<file path="src/rtl/conv8_feeder.sv">
// Column sequencer for the Conv8 core: holds a 3x3 filter bank and streams input
// columns, the filter columns (first three beats only), a flush beat and drain beats.

package definition;
    localparam int width = 8;
endpackage

module conv8_feeder #(
    parameter int WIDTH = definition::width,
    parameter int COLS  = 8,
    parameter int DRAIN = 4
) (
    input  logic               clk,
    input  logic               rstn,
    input  logic               start,
    output logic               busy,
    output logic               done,
    input  logic               w_we,
    input  logic [3:0]         w_addr,
    input  logic [WIDTH-1:0]   w_data,
    input  logic               s_valid,
    output logic               s_ready,
    input  logic [8*WIDTH-1:0] s_data,
    output logic               o_en,
    output logic [WIDTH-1:0]   o_r1,
    output logic [WIDTH-1:0]   o_r2,
    output logic [WIDTH-1:0]   o_r3,
    output logic [WIDTH-1:0]   o_r4,
    output logic [WIDTH-1:0]   o_r5,
    output logic [WIDTH-1:0]   o_r6,
    output logic [WIDTH-1:0]   o_r7,
    output logic [WIDTH-1:0]   o_r8,
    output logic [WIDTH-1:0]   o_f1,
    output logic [WIDTH-1:0]   o_f2,
    output logic [WIDTH-1:0]   o_f3
);

    localparam int CW  = $clog2(COLS);
    localparam int DCW = (DRAIN > 0) ? $clog2(DRAIN + 1) : 1;

    localparam logic [CW-1:0]  LAST_COL  = CW'(COLS - 1);
    localparam logic [CW-1:0]  FILT_COLS = CW'(3);
    localparam logic [DCW-1:0] DRAIN_END = DCW'(DRAIN);

    typedef enum logic [1:0] {
        ST_IDLE,
        ST_FEED,
        ST_FLUSH,
        ST_DRAIN
    } state_t;

    state_t                  state_reg,  state_next;
    logic [CW-1:0]           col_reg,    col_next;
    logic [DCW-1:0]          dcnt_reg,   dcnt_next;
    logic                    en_reg,     en_next;
    logic                    done_reg,   done_next;
    logic [7:0][WIDTH-1:0]   row_reg,    row_next;
    logic [2:0][WIDTH-1:0]   filt_reg,   filt_next;

    logic [8:0][WIDTH-1:0]   weight_reg;
    logic [8:0]              w_sel;
    logic [2:0][WIDTH-1:0]   beat_filt;
    logic                    idle;
    logic                    beat;

    assign idle    = (state_reg == ST_IDLE);
    assign busy    = !idle;
    assign s_ready = (state_reg == ST_FEED);
    assign beat    = s_valid && s_ready;
    assign done    = done_reg;
    assign o_en    = en_reg;

    // Weight bank only accepts writes between tiles; addresses 9..15 decode to nothing.
    generate
        for (genvar gi = 0; gi < 9; gi++) begin : g_wsel
            assign w_sel[gi] = w_we && idle && (w_addr == 4'(gi));
        end
    endgenerate

    always_ff @(posedge clk or negedge rstn) begin
        if (!rstn) begin
            weight_reg <= '0;
        end else begin
            for (int k = 0; k < 9; k++) begin
                if (w_sel[k]) begin
                    weight_reg[k] <= w_data;
                end
            end
        end
    end

    // Filter column c of the row-major bank is (w[c], w[3+c], w[6+c]).
    always_comb begin
        beat_filt = '0;
        if (col_reg < FILT_COLS) begin
            case (col_reg[1:0])
                2'd0: begin
                    beat_filt[0] = weight_reg[0];
                    beat_filt[1] = weight_reg[3];
                    beat_filt[2] = weight_reg[6];
                end
                2'd1: begin
                    beat_filt[0] = weight_reg[1];
                    beat_filt[1] = weight_reg[4];
                    beat_filt[2] = weight_reg[7];
                end
                2'd2: begin
                    beat_filt[0] = weight_reg[2];
                    beat_filt[1] = weight_reg[5];
                    beat_filt[2] = weight_reg[8];
                end
                default: beat_filt = '0;
            endcase
        end
    end

    always_ff @(posedge clk or negedge rstn) begin
        if (!rstn) begin
            state_reg <= ST_IDLE;
            col_reg   <= '0;
            dcnt_reg  <= '0;
            en_reg    <= 1'b0;
            done_reg  <= 1'b0;
            row_reg   <= '0;
            filt_reg  <= '0;
        end else begin
            state_reg <= state_next;
            col_reg   <= col_next;
            dcnt_reg  <= dcnt_next;
            en_reg    <= en_next;
            done_reg  <= done_next;
            row_reg   <= row_next;
            filt_reg  <= filt_next;
        end
    end

    // Outputs are registered, so each state programs what the core sees next cycle.
    // DRAIN lasts DRAIN+1 cycles: DRAIN enabled zero beats, then the done edge.
    always_comb begin
        state_next = state_reg;
        col_next   = col_reg;
        dcnt_next  = dcnt_reg;
        en_next    = 1'b0;
        done_next  = 1'b0;
        row_next   = row_reg;
        filt_next  = filt_reg;
        case (state_reg)
            ST_IDLE: begin
                row_next  = '0;
                filt_next = '0;
                if (start) begin
                    state_next = ST_FEED;
                    col_next   = '0;
                    dcnt_next  = '0;
                end
            end
            ST_FEED: begin
                // A stall keeps data registers frozen and drops the enable.
                if (beat) begin
                    row_next  = s_data;
                    filt_next = beat_filt;
                    en_next   = 1'b1;
                    col_next  = col_reg + 1'b1;
                    if (col_reg == LAST_COL) begin
                        state_next = ST_FLUSH;
                    end
                end
            end
            ST_FLUSH: begin
                row_next   = '0;
                filt_next  = '0;
                en_next    = 1'b1;
                dcnt_next  = '0;
                state_next = ST_DRAIN;
            end
            ST_DRAIN: begin
                row_next  = '0;
                filt_next = '0;
                if (dcnt_reg == DRAIN_END) begin
                    state_next = ST_IDLE;
                    done_next  = 1'b1;
                end else begin
                    en_next   = 1'b1;
                    dcnt_next = dcnt_reg + 1'b1;
                end
            end
            default: begin
                state_next = ST_IDLE;
            end
        endcase
    end

    assign o_r1 = row_reg[0];
    assign o_r2 = row_reg[1];
    assign o_r3 = row_reg[2];
    assign o_r4 = row_reg[3];
    assign o_r5 = row_reg[4];
    assign o_r6 = row_reg[5];
    assign o_r7 = row_reg[6];
    assign o_r8 = row_reg[7];
    assign o_f1 = filt_reg[0];
    assign o_f2 = filt_reg[1];
    assign o_f3 = filt_reg[2];

endmodule

</file>
<file path="config.mk">
export PLATFORM = sky130hd
export DESIGN_NAME = conv8_feeder
export DESIGN_NICKNAME = d
export VERILOG_FILES = /design/src/rtl/conv8_feeder.sv
export SDC_FILE = /design/constraint.sdc
export NUM_CORES = 1
export LEC_CHECK = 0
export ABC_CLOCK_PERIOD_IN_PS = 4400
export CAP_MARGIN = 10
export CORE_ASPECT_RATIO = 0.75
export CORE_MARGIN = 10
export CORE_UTILIZATION = 26
export DETAILED_ROUTE_END_ITERATION = 16
export SYNTH_ARGS = -nofsm -noshare
export SYNTH_HDL_FRONTEND = slang
export SYNTH_SLANG_ARGS = --single-unit
</file>
<file path="constraint.sdc">
create_clock -name clk -period 4.4 [get_ports clk]
set_input_delay 0.88 -clock clk [delete_from_list [all_inputs] [get_ports clk]]
set_output_delay 0.88 -clock clk [all_outputs]
set_load 0.03 [all_outputs]
</file>
==> impl_metrics.tcl <==
set metrics [dict create \
    status "finished, final reports clean" \
    worstSetupStartpointType "flip-flop" \
    req_time_crit_path_ps 3520 \
    r2r_slack_ps 1760 \
    ys_ff_latch 170 \
    timing.setup.tns_ps 0 \
    cts_root_buf "clkbuf_16" \
    internal-power_w 0.00382 \
    number_of_optimization_iterations_in_the_first_detailed_route_pass 5 \
    via_count_of_the_first_global_routing_pass 5092 \
    cp.buffers_inverters 2 \
    core-area_um2 27100 \
    worstSkewPairLatency_ps 430 \
    postSynthCellCount 618 \
    synth.top_cell.area_share 0.594 \
    grt_usage 0.115 \
    layout-area-overhead-vs-synth_pct 37.0 \
    drc_violation_count_after_routing 0 \
    finalNonFillerCells 1138 \
    period_share 0.673 \
    worst-setup-path-type "flip-flop to primary output" \
    net-switching-power_w 0.00244 \
    placement.io_buffers 172 \
    postCtsHoldBufs 0 \
    reg2regPathDepth 6 \
    placed_cells 1106 \
    max_cap_viol_count 0 \
    critical_path.reg2reg.endpoint "o_f3[7]$_DFFE_PN0N_" \
    final_layout_size_suffix_gt1_frac 0.159 \
    rsz0062_at_grt "no" \
    initial_utilization 0.265 \
    h-tree-depth 4 \
    cts_buffers 17 \
    worstReg2RegStart "state_reg[1]$_DFFE_PN0P_" \
    core.rowCount 52 \
    antenna_found_initial 0 \
    worstHoldEndpoint "o_f1[7]$_DFFE_PN0N_" \
    p_leak_nw 4.18 \
    clk_pin_slew_worst_setup_hold_paths_ps 80 \
    gr-total-overflow 0 \
    hold_depth 2 \
    via_per_inst 4.54 \
    power_density_nw_per_um2 637 \
    total_power_w 0.00626 \
    tightestPinTransition_ps 1120 \
    irDropWorstVdd_uv 256 \
    residual_antenna_violating_net_count_after_detailed_routing 0 \
    synthArstFlopShare 1.00 \
    dp_hpwl_um 13600 \
    min_path_type "flip-flop to flip-flop" \
    clockBufferDepth 2 \
    detail_route.iter0.violations 483 \
    path_depth 3 \
    ys_dominant_reg_cell "dfrtp_1" \
    nFillCells 2711 \
    synth.lib_cells_used.distinct 41 \
    critPathMaxFanout 8 \
    largest_register_ffs 72 \
    io_pins 173 \
    finClkSkew_ps 8.26 \
    switching_fraction 0.390 \
    timing.final.setup_violations 0 \
    synth_top_cell_by_area "dfrtp_1" \
    slew_headroom 0.255 \
    design.die.area_um2 34700 \
    timing.hold.worst.start "o_f1[7]$_DFFE_PN0N_" \
    finalHoldViolCount 0 \
    yosys_warnings 0 \
    syn_area_per_cell_um2 11.6 \
    final_net_count 868 \
    synth_edf_count 0 \
    max_freq_ghz 0.338 \
    pwr-share-seq 0.378 \
    clock_tree_from_tritoncts "done" \
    fin_crit_ps 2960 \
    route.vias.total 5172 \
    critical-path-top-delay-family "buffers and inverters" \
    cts_post_setup_buffers_inserted 0 \
    cpMaxStageDelayCell "clkdlybuf4s50_1" \
    finalMaxSlewViolations 0 \
    top_post_synthesis_cells_by_area "dfrtp_1 (59%), mux2_2 (11%), nand2_1 (8.3%)" \
    critPathMaxStageDelay_ps 740 \
    grt_first_pass_wirelength_um 31100 \
    fp.dieH_um 164 \
    ctsResizeCount 0 \
    crit_chain "inv_1, ha_1, clkdlybuf4s50_1" \
    antenna-diode-count 0 \
    routed_wl_um 19800 \
    cts.sink_count 170 \
    worst-endpoint-arrival_ps 2080 \
    die_w_um 212 \
    cp_endpoint_kind "primary output" \
    routabilityCongestion 0.752 \
    synth-seq-area-share 0.594 \
    power.share.combinational 0.371 \
    grt_max_degree 143 \
    synth_fp_nets 712 \
    wl_per_cell_um 17.4 \
    synthesis.area_um2 7170 \
    power.clock.fraction 0.250 \
]
## cells in the final DEF, fill, tap and decap left out, drive strengths merged, types with 2 or more instances in the layout
master           n
o22ai            2
mux2            73
buf              6
o21ai           66
nor3             3
a22o             3
dfrtp          170
nand4b           2
clkdlybuf4s50  171
nor2             6
clkbuf          17
a222oi          24
a21oi            3
nand3b           2
inv             17
nor2b            2
ha              13
nand2          159
clkinv           7
o31ai           25
nand2b           4
## how the worst max path moves through the flow
stage,startpoint,endpoint,slack [ps]
2_1_floorplan,w_addr[3],weight_reg[10]$_DFFE_PN0P_,2410
6_report,state_reg[1]$_DFFE_PN0P_,s_ready,1440
5_1_grt,state_reg[1]$_DFFE_PN0P_,s_ready,1310
3_5_place_dp,w_addr[3],weight_reg[9]$_DFFE_PN0P_,1610
4_1_cts,state_reg[1]$_DFFE_PN0P_,s_ready,1390
3_3_place_gp,w_addr[3],weight_reg[14]$_DFFE_PN0P_,1690
## power by group through the flow
stage               registers [W]  clock network [W]  logic, W
global placement          0.00238                  0   0.00235
finish                    0.00237            0.00157   0.00232
floorplan                 0.00283                  0  0.000985
global route              0.00244            0.00169   0.00253
detailed placement        0.00240                  0   0.00237
CTS                       0.00237            0.00163   0.00237
## routing by layer
metal  vias up  global-route usage  part of all wire
li1       2487                   -                 -
met1      2568               0.156              0.48
met2       105               0.175              0.46
met3        12              0.0352             0.053
met4         0              0.0287             0.011
met5         -                   0                 0
## synthesized netlist by cell type, types with 8 or more instances
cell type  instances
o31ai_1           25
inv_1              8
ha_1              13
mux2_2            73
buf_4              8
dfrtp_1          170
buf_2             12
o21ai_0           65
nand2_1          158
a222oi_1          24
clkbuf_1          15
## worst reg2reg max path: cells and delay by family (launching register included)
family	cells	cell delay (ps)
adders and majority gates	1	180
DFF	1	420
buffers and inverters	3	790
AOI/OAI and AO/OA	2	1140
## area by class of cell
type	instances	area, µm²	share of cell area
clock buffer	17	425	0.0433
inverter	9	33.8	0.00344
multi-input combinational	399	2670	0.272
timing repair buffer	177	1790	0.182
sequential	170	4250	0.433
clock inverter	15	209	0.0213
tap	351	439	0.0447
## cell families (layout without fill, tap and decap cells)
family	count (synthesis)	in the layout	share of synthesized area
multiplexers	74	74	0.116
adder cells (fa/ha/maj)	13	13	0.0227
AND/OR/NAND/NOR	183	183	0.112
AO/OA/AOI/OAI	129	129	0.121
buffers and inverters	49	218	0.0340
flip-flops	170	170	0.594
## metrics by stage
step	area [µm²]	utilization	hold WS [ps]	worst slack [ps]
floorplan	7170	-	479	2410
global placement	9180	0.339	461	1690
detailed placement	9180	0.339	467	1610
CTS	9820	0.363	482	1390
global route	9820	0.363	500	1310
finish	9820	0.363	477	1440
Power figures use the tool's default switching activity.
